===== src/rtl/axi_lite_to_axi_tracked.sv =====
// AXI4-Lite to AXI4 bridge: single-beat bursts with a fixed ID, bounded outstanding
// reads/writes, and absorption plus sticky flagging of unexpected or malformed responses.
package axi_lite_to_axi_tracked_pkg;
    localparam int unsigned AddrW = 32;
    localparam int unsigned DataW = 32;
    localparam int unsigned IdW   = 4;
    localparam int unsigned UserW = 1;

    typedef struct packed { logic [AddrW-1:0] addr; logic [2:0] prot; } lite_ax_t;
    typedef struct packed { logic [DataW-1:0] data; logic [DataW/8-1:0] strb; } lite_w_t;
    typedef struct packed { logic [1:0] resp; } lite_b_t;
    typedef struct packed { logic [DataW-1:0] data; logic [1:0] resp; } lite_r_t;

    typedef struct packed {
        lite_ax_t aw; logic aw_valid;
        lite_w_t  w;  logic w_valid;
        logic     b_ready;
        lite_ax_t ar; logic ar_valid;
        logic     r_ready;
    } lite_req_t;

    typedef struct packed {
        logic    aw_ready;
        logic    w_ready;
        lite_b_t b; logic b_valid;
        logic    ar_ready;
        lite_r_t r; logic r_valid;
    } lite_resp_t;

    typedef struct packed {
        logic [IdW-1:0] id; logic [AddrW-1:0] addr; logic [7:0] len; logic [2:0] size;
        logic [1:0] burst; logic lock; logic [3:0] cache; logic [2:0] prot; logic [3:0] qos;
        logic [3:0] region; logic [5:0] atop; logic [UserW-1:0] user;
    } full_aw_t;

    typedef struct packed {
        logic [IdW-1:0] id; logic [AddrW-1:0] addr; logic [7:0] len; logic [2:0] size;
        logic [1:0] burst; logic lock; logic [3:0] cache; logic [2:0] prot; logic [3:0] qos;
        logic [3:0] region; logic [UserW-1:0] user;
    } full_ar_t;

    typedef struct packed {
        logic [DataW-1:0] data; logic [DataW/8-1:0] strb; logic last; logic [UserW-1:0] user;
    } full_w_t;

    typedef struct packed { logic [IdW-1:0] id; logic [1:0] resp; logic [UserW-1:0] user; } full_b_t;

    typedef struct packed {
        logic [IdW-1:0] id; logic [DataW-1:0] data; logic [1:0] resp; logic last;
        logic [UserW-1:0] user;
    } full_r_t;

    typedef struct packed {
        full_aw_t aw; logic aw_valid;
        full_w_t  w;  logic w_valid;
        logic     b_ready;
        full_ar_t ar; logic ar_valid;
        logic     r_ready;
    } full_req_t;

    typedef struct packed {
        logic    aw_ready;
        logic    ar_ready;
        logic    w_ready;
        full_b_t b; logic b_valid;
        full_r_t r; logic r_valid;
    } full_resp_t;
endpackage

module axi_lite_to_axi_tracked #(
    parameter int unsigned             AxiAddrWidth = axi_lite_to_axi_tracked_pkg::AddrW,
    parameter int unsigned             AxiDataWidth = axi_lite_to_axi_tracked_pkg::DataW,
    parameter int unsigned             AxiIdWidth   = axi_lite_to_axi_tracked_pkg::IdW,
    parameter int unsigned             AxiUserWidth = axi_lite_to_axi_tracked_pkg::UserW,
    parameter logic [AxiIdWidth-1:0]   AxiId        = '0,
    parameter logic [3:0]              AxiCache     = 4'b0011,
    parameter int unsigned             MaxWriteTxns = 4,
    parameter int unsigned             MaxReadTxns  = 4,
    parameter type lite_req_t  = axi_lite_to_axi_tracked_pkg::lite_req_t,
    parameter type lite_resp_t = axi_lite_to_axi_tracked_pkg::lite_resp_t,
    parameter type full_req_t  = axi_lite_to_axi_tracked_pkg::full_req_t,
    parameter type full_resp_t = axi_lite_to_axi_tracked_pkg::full_resp_t
) (
    input  logic       clk_i,
    input  logic       rst_ni,
    input  lite_req_t  slv_req_i,
    output lite_resp_t slv_resp_o,
    output full_req_t  mst_req_o,
    input  full_resp_t mst_resp_i,
    input  logic       err_clr_i,
    output logic       busy_o,
    output logic [3:0] err_o
);
    localparam int unsigned WCntW = $clog2(MaxWriteTxns + 1);
    localparam int unsigned RCntW = $clog2(MaxReadTxns + 1);
    localparam logic [WCntW-1:0] WMax = WCntW'(MaxWriteTxns);
    localparam logic [RCntW-1:0] RMax = RCntW'(MaxReadTxns);
    localparam logic [2:0] Size = 3'($clog2(AxiDataWidth / 8));

    logic [WCntW-1:0] r_wr_cnt;
    logic [RCntW-1:0] r_rd_cnt;
    logic [3:0]       r_err;

    logic w_wr_full, w_wr_empty, w_rd_full, w_rd_empty;
    logic w_aw_hs, w_ar_hs;
    logic w_b_ready, w_b_acc, w_b_fwd_hs;
    logic w_r_fwd, w_r_ready, w_r_acc, w_r_fwd_hs;
    logic [3:0] w_err_set;
    logic w_unused_user;

    assign w_wr_full  = (r_wr_cnt == WMax);
    assign w_wr_empty = (r_wr_cnt == '0);
    assign w_rd_full  = (r_rd_cnt == RMax);
    assign w_rd_empty = (r_rd_cnt == '0);

    assign w_aw_hs = slv_req_i.aw_valid & mst_resp_i.aw_ready & ~w_wr_full;
    assign w_ar_hs = slv_req_i.ar_valid & mst_resp_i.ar_ready & ~w_rd_full;

    // With nothing outstanding, responses are sunk here instead of reaching the lite side.
    assign w_b_ready  = w_wr_empty | slv_req_i.b_ready;
    assign w_b_acc    = mst_resp_i.b_valid & w_b_ready;
    assign w_b_fwd_hs = w_b_acc & ~w_wr_empty;

    // Non-last R beats are swallowed too; only a last beat completes a lite read.
    assign w_r_fwd    = ~w_rd_empty & mst_resp_i.r.last;
    assign w_r_ready  = ~w_r_fwd | slv_req_i.r_ready;
    assign w_r_acc    = mst_resp_i.r_valid & w_r_ready;
    assign w_r_fwd_hs = w_r_acc & w_r_fwd;

    assign w_err_set[0] = w_b_acc & w_wr_empty;
    assign w_err_set[1] = w_r_acc & w_rd_empty;
    assign w_err_set[2] = (w_b_acc & (mst_resp_i.b.id != AxiId)) |
                          (w_r_acc & (mst_resp_i.r.id != AxiId));
    assign w_err_set[3] = w_r_acc & ~w_rd_empty & ~mst_resp_i.r.last;

    assign w_unused_user = ^{mst_resp_i.b.user, mst_resp_i.r.user};

    always_ff @(posedge clk_i or negedge rst_ni) begin
        if (!rst_ni) begin
            r_wr_cnt <= '0;
            r_rd_cnt <= '0;
            r_err    <= '0;
        end else begin
            if (w_aw_hs && !w_b_fwd_hs)      r_wr_cnt <= r_wr_cnt + WCntW'(1);
            else if (!w_aw_hs && w_b_fwd_hs) r_wr_cnt <= r_wr_cnt - WCntW'(1);
            if (w_ar_hs && !w_r_fwd_hs)      r_rd_cnt <= r_rd_cnt + RCntW'(1);
            else if (!w_ar_hs && w_r_fwd_hs) r_rd_cnt <= r_rd_cnt - RCntW'(1);
            r_err <= (err_clr_i ? 4'b0000 : r_err) | w_err_set;
        end
    end

    always_comb begin
        mst_req_o = '0;
        mst_req_o.aw.id     = AxiId;
        mst_req_o.aw.addr   = AxiAddrWidth'(slv_req_i.aw.addr);
        mst_req_o.aw.prot   = slv_req_i.aw.prot;
        mst_req_o.aw.size   = Size;
        mst_req_o.aw.burst  = 2'b01;
        mst_req_o.aw.cache  = AxiCache;
        mst_req_o.aw.user   = {AxiUserWidth{1'b0}};
        mst_req_o.aw_valid  = slv_req_i.aw_valid & ~w_wr_full;
        mst_req_o.w.data    = slv_req_i.w.data;
        mst_req_o.w.strb    = slv_req_i.w.strb;
        mst_req_o.w.last    = 1'b1;
        mst_req_o.w_valid   = slv_req_i.w_valid;
        mst_req_o.b_ready   = w_b_ready;
        mst_req_o.ar.id     = AxiId;
        mst_req_o.ar.addr   = AxiAddrWidth'(slv_req_i.ar.addr);
        mst_req_o.ar.prot   = slv_req_i.ar.prot;
        mst_req_o.ar.size   = Size;
        mst_req_o.ar.burst  = 2'b01;
        mst_req_o.ar.cache  = AxiCache;
        mst_req_o.ar_valid  = slv_req_i.ar_valid & ~w_rd_full;
        mst_req_o.r_ready   = w_r_ready;
    end

    always_comb begin
        slv_resp_o = '0;
        slv_resp_o.aw_ready = mst_resp_i.aw_ready & ~w_wr_full;
        slv_resp_o.w_ready  = mst_resp_i.w_ready;
        slv_resp_o.b.resp   = mst_resp_i.b.resp;
        slv_resp_o.b_valid  = mst_resp_i.b_valid & ~w_wr_empty;
        slv_resp_o.ar_ready = mst_resp_i.ar_ready & ~w_rd_full;
        slv_resp_o.r.data   = mst_resp_i.r.data;
        slv_resp_o.r.resp   = mst_resp_i.r.resp;
        slv_resp_o.r_valid  = mst_resp_i.r_valid & w_r_fwd;
    end

    assign busy_o = ~w_wr_empty | ~w_rd_empty;
    assign err_o  = r_err;
endmodule


===== config.mk =====
export PLATFORM = sky130hd
export DESIGN_NAME = axi_lite_to_axi_tracked
export DESIGN_NICKNAME = d
export VERILOG_FILES = /design/src/rtl/axi_lite_to_axi_tracked.sv
export SDC_FILE = /design/constraint.sdc
export NUM_CORES = 1
export LEC_CHECK = 0
export CAP_MARGIN = 20
export CORE_AREA = 2 2 152 154
export DETAILED_ROUTE_END_ITERATION = 6
export DIE_AREA = 0 0 154 156
export SKIP_LAST_GASP = 1
export SLEW_MARGIN = 20
export SYNTH_ARGS = -nofsm -noshare
export SYNTH_HDL_FRONTEND = slang
export SYNTH_SLANG_ARGS = --single-unit

===== constraint.sdc =====
create_clock -name clk_i -period 3.39 [get_ports clk_i]
set_input_delay 0.5085 -clock clk_i [delete_from_list [all_inputs] [get_ports clk_i]]
set_output_delay 0.5085 -clock clk_i [all_outputs]
set_load 0.05 [all_outputs]

* After elaboration in Yosys (flattened, before gate mapping) *
Cells that the tools add are included.

storage, ports and cells
  bits in registers = 10
  input bits = 166
  output and inout port bits = 227
  word-level logic and storage cells = 60

cells by class
  add/sub/neg operators = 4
  equality and inequality tests = 2
  mux-type cells = 5
  bitwise operators = 32
  reduce and logical (&&, ||, !) cells = 14

operators with widths
  kind                 number
  $and 1x1->1          21
  $mux 3               4
  $reduce_bool 4->1    2
  $add 3x1->3 const B  2
  $eq 3x3->1 const B   2
  $logic_not 3->1      2
  $not 1->1            6
  $sub 3x1->3 const B  2
  $logic_and 1x1->1    4
  $logic_not 1->1      4
  $mux 4               1
  $or 1x1->1           4
  $or 4x4->4           1
  $reduce_bool 2->1    2

* Longest topological paths before layout *
Gate-level depths: netlist (run 1).

  depth in word-level cells = 10
  depth in mapped cells = 9
  mapped depth without buffers = 9

* Worst setup path after synthesis (run 1) *
Ideal clock, no wire load.

  path type = input -> register
  from = in slv_req_i[1] in the netlist's numbering
  to = reg r_rd_cnt[2]
  library setup time = 0.079 ns
  arrival = 2.910 ns
  required time = 3.311 ns
  setup slack = 0.401 ns
  stages on the path = 8
  buffers on the path = 0
  cells stage by stage = a21boi_0 and2_1 ha_1 inv_1 fa_1 xor2_1 nor2_1 xor2_1

on the way
  longest elaborated chain between the ends = 5
  elaborated cells on any way between the ends = 7
  classes of those cells = mux (1); bitwise (2); reduce/logical (4)

RTL lines
  item                                RTL line  text
  start, declared                     86        input lite_req_t slv_req_i,
  $and 1x1->1 (*) (2 in a row)        117       assign w_ar_hs = slv_req_i.ar_valid & mst_resp_i.ar_ready & ~w_rd_full;
  $logic_not 1->1                     147       else if (!w_ar_hs && w_r_fwd_hs) r_rd_cnt <= r_rd_cnt - RCntW'(1);
  $logic_and 1x1->1                   147
  $reduce_bool 2->1 (no source line)  --
  end signal, assigned                146       if (w_ar_hs && !w_r_fwd_hs) r_rd_cnt <= r_rd_cnt + RCntW'(1);
  end signal, assigned                147
  end, declared                       101       logic [RCntW-1:0] r_rd_cnt;

Mark *: on every way between the ends. The rest lies on a longest branch, timed or not.
A chain may end at the register's enable or synchronous reset.

==> reports/qor.csv, run 1 <==
stage,metric,value,unit
worst_setup_path,timing.rr.start,r_rd_cnt[0],
routing,dr.first_iter.drc_count,51,
worst_setup_path,cpPeakStageDelay,0.86,ns
sta,setup-violations-final,0,
cts,cts_root_buf,clkbuf_16,
min_path,min_from,r_wr_cnt[2],
sta,grt_setup_unrepaired,no,
worst_setup_path,path_buf_inv,1,
die,core,22400,µm²
global_routing,grt_max_degree,11,
synthesis,synth_seq_cells,10,
synthesis,yosys.area.top_type,buf_4,
finish,fin_nets,335,
cts,h-tree-depth,1,
synthesis,synth_common_cells,"buf_4 (216), dfrtp_1 (10), nand2_1 (6)",
routing,firstDrtPassIters,2,
die,fp-row-count,55,
finish,area_growth,-26.9,%
place,port_buffers,32,
worst_setup_path,required,2.88,ns
die,die_w,154,µm
min_path,hp-class,reg2reg,
cts,cts_setup_buffers,0,
cts,cts_resized,0,
power_and_ir_drop,leakagePower,0.653,nW
cts,cts_tree,yes,
finish,nFillCells,2614,
synthesis,ys_types,23,
finish,drive_gt1_frac,0.0488,
worst_setup_path,critPathSlowestCell,clkdlybuf4s50_1,
cts,path_clk_slew,0.04,ns
synthesis,synth-main-ff-cell,dfrtp_1,
routing,drc_errors,0,
sta,min_period_over_period,0.792,
worst_setup_path,arrival,2.18,ns
synthesis,ys_warn_count,0,
place,dpl.hpwl,5430,µm
worst_setup_path,critPathTopFamily,buffers and inverters,
sta,slew_viol_final,0,
place,place_congestion,0.610,
worst_setup_path,crit_type,reg2out,
routing,routed_wl,6290,µm
die,die_h,156,µm
routing,wl_per_cell,14.0,µm
global_routing,gr-total-overflow,0,
synthesis,netlist_area,2220,µm²
synthesis,synth_top_area_share,0.732,
routing,via_per_inst,2.16,
routing,final_antenna_net_count,0,
die,die-area,24000,µm²
power_and_ir_drop,powerDensity,661,nW/µm²
synthesis,syn_inst,275,
cts,cts_buffers,3,
power_and_ir_drop,power,1.07,mW
min_path,hold-path-endpoint,r_wr_cnt[2],
worst_setup_path,crit_fanout,5,
worst_setup_path,r2r-end,r_rd_cnt[2],
die,io-pin-count,393,
global_routing,track_usage,0.0477,
worst_setup_path,rrSetupSlack,1.15,ns
worst_setup_path,crit_chain,or3_1 -> nand3b_1 -> clkdlybuf4s50_1,
synthesis,synth-edff-count,0,
synthesis,synthArstFlopShare,1.00,
synthesis,yosys-top-cells-area,"buf_4 (73%), dfrtp_1 (11%), fa_1 (1.8%)",
run_status,outcome,"complete, no violations",
finish,antenna_cells,0,
global_routing,grt_pass1_wl,7480,µm
sta,min_period,2.69,ns
sta,fmax,372,MHz
cts,clock_path_buffers,2,
die,start_util,0.0991,
sta,skew,0.00451,ns
sta,slew_headroom,0.592,
synthesis,yosysMostFrequentCell,buf_4,
global_routing,grt_pass1_vias,933,
synthesis,yosysSeqAreaShare,0.113,
cts,worstSkewPairLatency,0.24,ns
worst_setup_path,end_kind,output port,
routing,via_count,971,
cts,clock-sinks,10,
sta,worst_slew_pin_slew,0.610,ns
power_and_ir_drop,peakVddDrop,82.6,µV
sta,hold_viol,0,
flow_run,max_cap_violations,0,
synthesis,syn_avg_cell_area,8.06,µm²
global_routing,antenna_found_initial,2,
worst_setup_path,rr_worst_depth,9,
min_path,hold_depth,1,
cts,cts_hold_buf,0,
sta,tns,0,ns
finish,finish.utilization,0.0724,
worst_setup_path,startpoint_type,register,
## registers in the layout, indices dropped and copies added (netlist names)
signal / cells
r_wr_cnt: 3
err_o: 4
r_rd_cnt: 3
## per-stage QoR
stage / hold slack (ns) / instance area [µm²] / worst slack (ns) / instances
finish: 0.532 / 1620 / 0.704 / 449
global route: 0.560 / 1620 / 0.570 / 449
CTS: 0.542 / 1620 / 0.614 / 449
detailed placement: 0.514 / 1530 / 0.746 / 445
global placement: 0.518 / 1530 / 0.764 / 445
floorplan: 0.213 / 2470 / 0.401 / 343
## cell families (layout without fill, tap and decap cells)
family / count (synthesis) / count (layout) / share of synthesized area
AO/OA/AOI/OAI: 10 / 10 / 0.0356
XOR/XNOR: 6 / 6 / 0.0237
adder cells (fa/ha/maj): 4 / 4 / 0.0294
buffers and inverters: 221 / 42 / 0.740
flip-flops: 10 / 10 / 0.113
multiplexers: 2 / 2 / 0.0102
other: 2 / 70 / 0.00339
AND/OR/NAND/NOR: 20 / 20 / 0.0446
## where the power goes
group          switching (mW)  internal [mW]
combinational           0.421          0.174
clock                  0.0634          0.178
sequential             0.0607          0.173
## area by class of cell
type                    count  area (µm²)  area share
inverters                   5        18.8      0.0116
multi-input cells         112         581       0.358
repair buffers             33         325       0.201
well taps                 285         357       0.220
clock buffers               4        88.8      0.0548
flip-flops and latches     10         250       0.154
## layer usage
metal | GRT usage | wire length [µm]
met1 | 0.0274 | 1250
met2 | 0.0574 | 2430
met3 | 0.0594 | 1750
met4 | 0.0694 | 780
met5 | 0.0166 | 78
## placed cells by master (no fill, tap or decap)
cell type and count:
conb_1 70, clkdlybuf4s50_1 31, dfrtp_1 10, nand2_1 6
inv_1 5, nor2_1 4, a21boi_0 4, xor2_1 4
clkbuf_16 3, and2_1 2, nor3_1 2, nor2b_1 2
o41a_1 2, o21ai_0 2, xnor2_1 2, mux2_2 2
fa_1 2, ha_1 2, buf_4 2, or3_1 1
and3_1 1, nand3b_1 1, o22ai_1 1, or2_1 1
a221o_1 1, clkbuf_8 1
## worst max-delay path by stage
stage,startpoint,endpoint,cells past startpoint
final,r_rd_cnt[0],mst_req_o[0],3
after global routing,r_rd_cnt[0],mst_req_o[0],3
after CTS,r_rd_cnt[0],mst_req_o[0],3
after detailed placement,mst_resp_i[41],slv_resp_o[36],3
after global placement,mst_resp_i[2],mst_req_o[0],3
after floorplan,slv_req_i[1],r_rd_cnt[2],8
No activity file was read; power rests on OpenSTA's default activity.
==> inputs of run 2 (changes only) <==
Settings changed: CORE_AREA 2 2 152 154 to 2 2 154 156, DIE_AREA 0 0 154 156 to 0 0 156 158.
Clock period 3.39 ns to 2.6 ns, I/O delays scaled along.
==> run 2 against run 1 <==
Critical path depth is 6 higher. Total power up 26%. Combinational power is 29% higher. Critical path type is now reg2reg. Largest power group unchanged.
==> reports/qor.csv, run 2 (same netlist as run 1, synthesis figures left out) <==
stage,metric,value,unit,change
finish,area_growth,-27.2,%,
cts,cts_root_buf,clkbuf_16,,
global_routing,grt_max_degree,11,,unchanged
worst_setup_path,end_kind,register,,
routing,drc_errors,0,,unchanged
finish,finish.utilization,0.0700,,-0.00248
routing,dr.first_iter.drc_count,30,,-41%
sta,slew_headroom,0.608,,+0.0166
global_routing,gr-total-overflow,0,,unchanged
power_and_ir_drop,internal-power,0.642,mW,+22%
sta,min_period,2.28,ns,
cts,cts_setup_buffers,0,,unchanged
sta,grt_setup_unrepaired,no,,
min_path,hp-class,in2async,,
cts,cts_buffers,3,,unchanged
sta,setup-violations-final,0,,unchanged
sta,min_period_over_period,0.878,,
finish,largest_reg_flops,4,,unchanged
flow_run,max_cap_violations,0,,unchanged
place,dpl_worst_slack,0.288,ns,-0.458 ns
power_and_ir_drop,seqPwrFrac,0.227,,+0.009
global_routing,grt_pass1_vias,904,,-3.1%
routing,via_per_inst,2.12,,-2.2%
place,dpl.hpwl,5320,µm,-1.9%
die,die-area,24600,µm²,+2.6%
sta,hold_viol,0,,unchanged
routing,wl_per_cell,13.3,µm,-5.0%
run_status,outcome,"complete, no violations",,
global_routing,grt_pass1_wl,7340,µm,-1.8%
cts,cts_hold_buf,0,,unchanged
die,die_w,156,µm,+1.3%
routing,via_count,967,,-0.41%
sta,skew,0.00228,ns,-0.00223 ns
sta,finalWorstSetupSlack,0.318,ns,-0.385 ns
die,start_util,0.0961,,-0.00295
die,io-pin-count,393,,unchanged
power_and_ir_drop,p_sw,0.709,mW,+30%
global_routing,antenna_found_initial,2,,unchanged
cts,path_clk_slew,0.04,ns,about the same
finish,mostFrequentLayoutCell,conb_1,,
cts,cts_tree,yes,,
sta,slew_viol_final,0,,unchanged
die,die_h,158,µm,+1.3%
cts,h-tree-depth,1,,unchanged
cts,cts_resized,0,,unchanged
power_and_ir_drop,p_sw_frac,0.525,,+0.0150
power_and_ir_drop,leakagePower,0.663,nW,+1.6%
finish,fin_nets,337,,+0.60%
finish,nFillCells,2685,,+2.7%
place,port_buffers,32,,unchanged
power_and_ir_drop,comb_power_share,0.566,,+0.010
sta,tns,0,ns,unchanged
power_and_ir_drop,peakVddDrop,171,µV,+110%
cts,worstSkewPairLatency,0.24,ns,about the same
power_and_ir_drop,powerDensity,838,nW/µm²,+27%
sta,fmax,438,MHz,
place,place_congestion,0.624,,+2.3%
die,fp-row-count,56,,+1.8%
power_and_ir_drop,p_clk_frac,0.207,,-0.019
finish,mostFrequentLayoutCells,"conb_1 (70), clkdlybuf4s50_1 (23), buf_4 (12), dfrtp_1 (10), nand2_1 (6)",,
cts,clock_path_buffers,2,,unchanged
die,core,23100,µm²,+3.1%
worst_setup_path,crit_fanout,5,,unchanged
cts,clock-sinks,10,,unchanged
worst_setup_path,arrival,2.45,ns,+0.27 ns
finish,drive_gt1_frac,0.103,,+0.0542
worst_setup_path,crit_type,reg2reg,,
routing,firstDrtPassIters,4,,+2
worst_setup_path,required,2.77,ns,-0.11 ns
sta,worst_slew_pin_slew,0.586,ns,-0.0249 ns
worst_setup_path,startpoint_type,register,,
routing,final_antenna_net_count,0,,unchanged
global_routing,track_usage,0.0463,,-0.00142
routing,routed_wl,6080,µm,-3.3%
run 2: stage by stage:
step	hold slack, ns	total power [mW]	instances	area (µm²)
after floorplan	0.0944	1.56	343	2470
after global placement	0.515	1.08	452	1530
after detailed placement	0.525	1.08	452	1530
after CTS	0.531	1.38	455	1610
after global routing	0.556	1.44	455	1610
final	0.511	1.35	457	1610
run 2: power by group through the flow:
stage / Clock [mW] / Sequential [mW] / Combinational (mW)
final: 0.280 / 0.307 / 0.765
after global placement: 0 / 0.307 / 0.771
after global routing: 0.294 / 0.321 / 0.829
after detailed placement: 0 / 0.309 / 0.772
after CTS: 0.294 / 0.308 / 0.775
after floorplan: 0 / 0.355 / 1.20
run 2: worst paths after layout:
kind | end | depth (start not counted) | slack (ns) | start
worst max-delay path | r_rd_cnt[2] | 9 | 0.32 | r_rd_cnt[0]
worst min-delay path | err_o[3] | 1 | 0.51 | rst_ni
worst max register to register | r_rd_cnt[2] | 9 | 0.32 | r_rd_cnt[0]
worst min register to register | r_rd_cnt[2] | 1 | 0.53 | r_rd_cnt[2]
max in group asynchronous | r_rd_cnt[2] | 1 | 1.73 | rst_ni
min in group clk_i | r_rd_cnt[2] | 1 | 0.53 | r_rd_cnt[2]
run 2: per-layer routing:
metal / up-vias / track usage / wire [µm]
li1: 344 / - / -
met1: 390 / 0.0356 / 1640
met2: 144 / 0.0527 / 2120
met3: 89 / 0.0449 / 1420
met4: 0 / 0.0734 / 894
met5: - / 0 / 0
run 2: layout make-up:
class,instances,area [µm²],share of cell area
clock buffer,3,75.1,0.0465
inverter,5,18.8,0.0116
antenna,2,5.00,0.00310
timing repair buffer,35,320,0.199
tap,290,363,0.225
multi-input combinational,112,581,0.360
sequential,10,250,0.155
run 2: worst max-delay path, stage by stage (launching register included):
cell and delay [ns]:
dfrtp_1 0.44, or3_1 0.44, and3_1 0.22, nand2_1 0.10
ha_1 0.18, inv_1 0.06, fa_1 0.37, xor2_1 0.15
nor2_1 0.11, xor2_1 0.14
==> inputs of run 3 (changes only) <==
Clock period 2.6 ns to 2.3 ns, I/O delays scaled along.
==> run 3 against run 2 <==
Hold slack better by 0.019 ns. Register-to-register slack worse by 0.18 ns. Largest power group unchanged. Utilization up 0.70 points. Sequential share of layout area down 1.4 points. Critical path type unchanged. First-iteration DRC count down 67%.
==> reports/qor.csv, run 3 (same netlist as run 1, synthesis figures left out) <==
stage,metric,value,unit,change
run_status,outcome,"complete, no violations",,
routing,final_antenna_net_count,0,,unchanged
die,fp-row-count,56,,unchanged
sta,fmax,463,MHz,+5.6%
die,io-pin-count,393,,unchanged
place,dpl_worst_slack,0.0403,ns,-0.248 ns
min_path,hp-class,in2async,,
sta,min_period,2.16,ns,-0.121 ns
die,die_w,156,µm,unchanged
routing,drc_errors,0,,unchanged
cts,cts_tree,yes,,
finish,finish.utilization,0.0770,,+0.00700
die,die-area,24600,µm²,unchanged
worst_setup_path,startpoint_type,register,,
worst_setup_path,crit_fanout,3,,-2
cts,worstSkewPairLatency,0.25,ns,about the same
global_routing,grt_max_degree,11,,unchanged
finish,fin_nets,342,,+1.5%
finish,mostFrequentLayoutCell,conb_1,,
routing,wl_per_cell,13.4,µm,+0.75%
cts,path_clk_slew,0.05,ns,about the same
place,placed_area,1670,µm²,+8.9%
finish,design_area,1770,µm²,+10%
worst_setup_path,end_kind,register,,
cts,clock_path_buffers,2,,unchanged
sta,setup-violations-final,0,,unchanged
sta,hold_slack,0.531,ns,+0.0193 ns
sta,slew_headroom,0.501,,-0.108
power_and_ir_drop,powerDensity,989,nW/µm²,+18%
finish,antenna_cells,0,,-2
sta,grt_setup_unrepaired,no,,
global_routing,gr-total-overflow,0,,unchanged
worst_setup_path,arrival,2.33,ns,-0.12 ns
sta,worst_slew_pin_slew,0.747,ns,+0.161 ns
place,place_congestion,0.578,,-7.4%
power_and_ir_drop,power,1.76,mW,+30%
place,port_buffers,32,,unchanged
power_and_ir_drop,leakagePower,0.728,nW,+9.8%
place,dpl.hpwl,5180,µm,-2.7%
worst_setup_path,crit_type,reg2reg,,
die,die_h,158,µm,unchanged
sta,slew_viol_final,0,,unchanged
sta,min_period_over_period,0.940,,+0.0620
routing,dr.first_iter.drc_count,10,,-67%
cts,cts_root_buf,clkbuf_16,,
routing,firstDrtPassIters,2,,-2
worst_setup_path,rr_worst_depth,9,,unchanged
routing,via_count,1010,,+4.4%
cts,clock-sinks,10,,unchanged
global_routing,grt_pass1_vias,955,,+5.6%
power_and_ir_drop,peakVddDrop,248,µV,+45%
finish,drive_gt1_frac,0.175,,+0.0724
global_routing,grt_pass1_wl,7380,µm,+0.48%
sta,tns,0,ns,unchanged
cts,cts_setup_buffers,0,,unchanged
routing,via_per_inst,2.19,,+3.5%
global_routing,track_usage,0.0468,,+0.000522
finish,fin_cells,461,,+0.88%
sta,skew,0.00301,ns,+0.000727 ns
cts,cts_buffers,3,,unchanged
flow_run,max_cap_violations,0,,unchanged
worst_setup_path,rrSetupSlack,0.14,ns,-0.18 ns
cts,h-tree-depth,1,,unchanged
finish,largest_reg_flops,4,,unchanged
sta,finalWorstSetupSlack,0.139,ns,-0.179 ns
place,dp_cells,457,,+1.1%
sta,hold_viol,0,,unchanged
finish,area_growth,-19.9,%,
global_routing,antenna_found_initial,0,,-2
worst_setup_path,required,2.47,ns,-0.30 ns
worst_setup_path,timing.rr.start,r_rd_cnt[0],,
die,start_util,0.0961,,unchanged
routing,routed_wl,6180,µm,+1.6%
finish,mostFrequentLayoutCells,"conb_1 (70), clkdlybuf4s50_1 (23), dfrtp_1 (10), buf_4 (10), buf_12 (7)",,
die,core,23100,µm²,unchanged
worst_setup_path,r2r-end,r_rd_cnt[2],,
[run 3: changes by cell type in the layout (fill, tap and decap cells not counted), moves of 2 or more]
cell	delta
a21boi_1	-2
buf_4	-2
diode_2	-2
buf_12	+7
a21boi_2	+2
[run 3: how the worst max path moves through the flow]
stage / startpoint / endpoint / slack (ns) / cells after the start
after CTS: r_rd_cnt[0] / r_rd_cnt[2] / 0.02 / 9
after global routing: r_rd_cnt[0] / r_rd_cnt[2] / 0.01 / 9
after global placement: r_rd_cnt[0] / r_rd_cnt[2] / 0.08 / 9
after detailed placement: r_rd_cnt[0] / r_rd_cnt[2] / 0.04 / 9
final: r_rd_cnt[0] / r_rd_cnt[2] / 0.14 / 9
after floorplan: r_rd_cnt[0] / r_rd_cnt[2] / 0.008 / 9
[run 3: report_power, final]
group	leakage [nW]	internal, mW	switching [mW]	total [mW]
Clock	0.0442	0.265	0.118	0.382
Sequential	0.120	0.255	0.0692	0.324
Combinational	0.564	0.369	0.680	1.05
Total	0.728	0.888	0.867	1.76
[run 3: layout make-up]
type / count / area, µm²
clock buffer: 4 / 88.8
fill: 2675 / 21300
inverter: 5 / 18.8
multi-input combinational: 112 / 608
sequential: 10 / 250
tap: 290 / 363
timing repair buffer: 40 / 445
[run 3: critical path, cell delays in order (launching register included)]
cell and delay, ns:
dfrtp_1 0.37, or3_4 0.40, and3_4 0.21, nand2_1 0.07, ha_2 0.18, inv_1 0.05
fa_1 0.37, xor2_1 0.15, nor2_1 0.11, xor2_1 0.16
[run 3: what timing repair did]
| item | in CTS | in global routing |
|---|---|---|
| hold buffers | 0 | 0 |
| resized for setup | 0 | 4 |
| endpoints found under the setup margin | 0 | 4 |
[run 3: layer usage]
| metal | GRT usage | part of all wire | vias up |
|---|---|---|---|
| met5 | 0 | 0 | - |
| met1 | 0.0343 | 0.25 | 397 |
| met4 | 0.0721 | 0.15 | 0 |
| met2 | 0.0523 | 0.36 | 184 |
| met3 | 0.0509 | 0.24 | 76 |
| li1 | - | - | 353 |
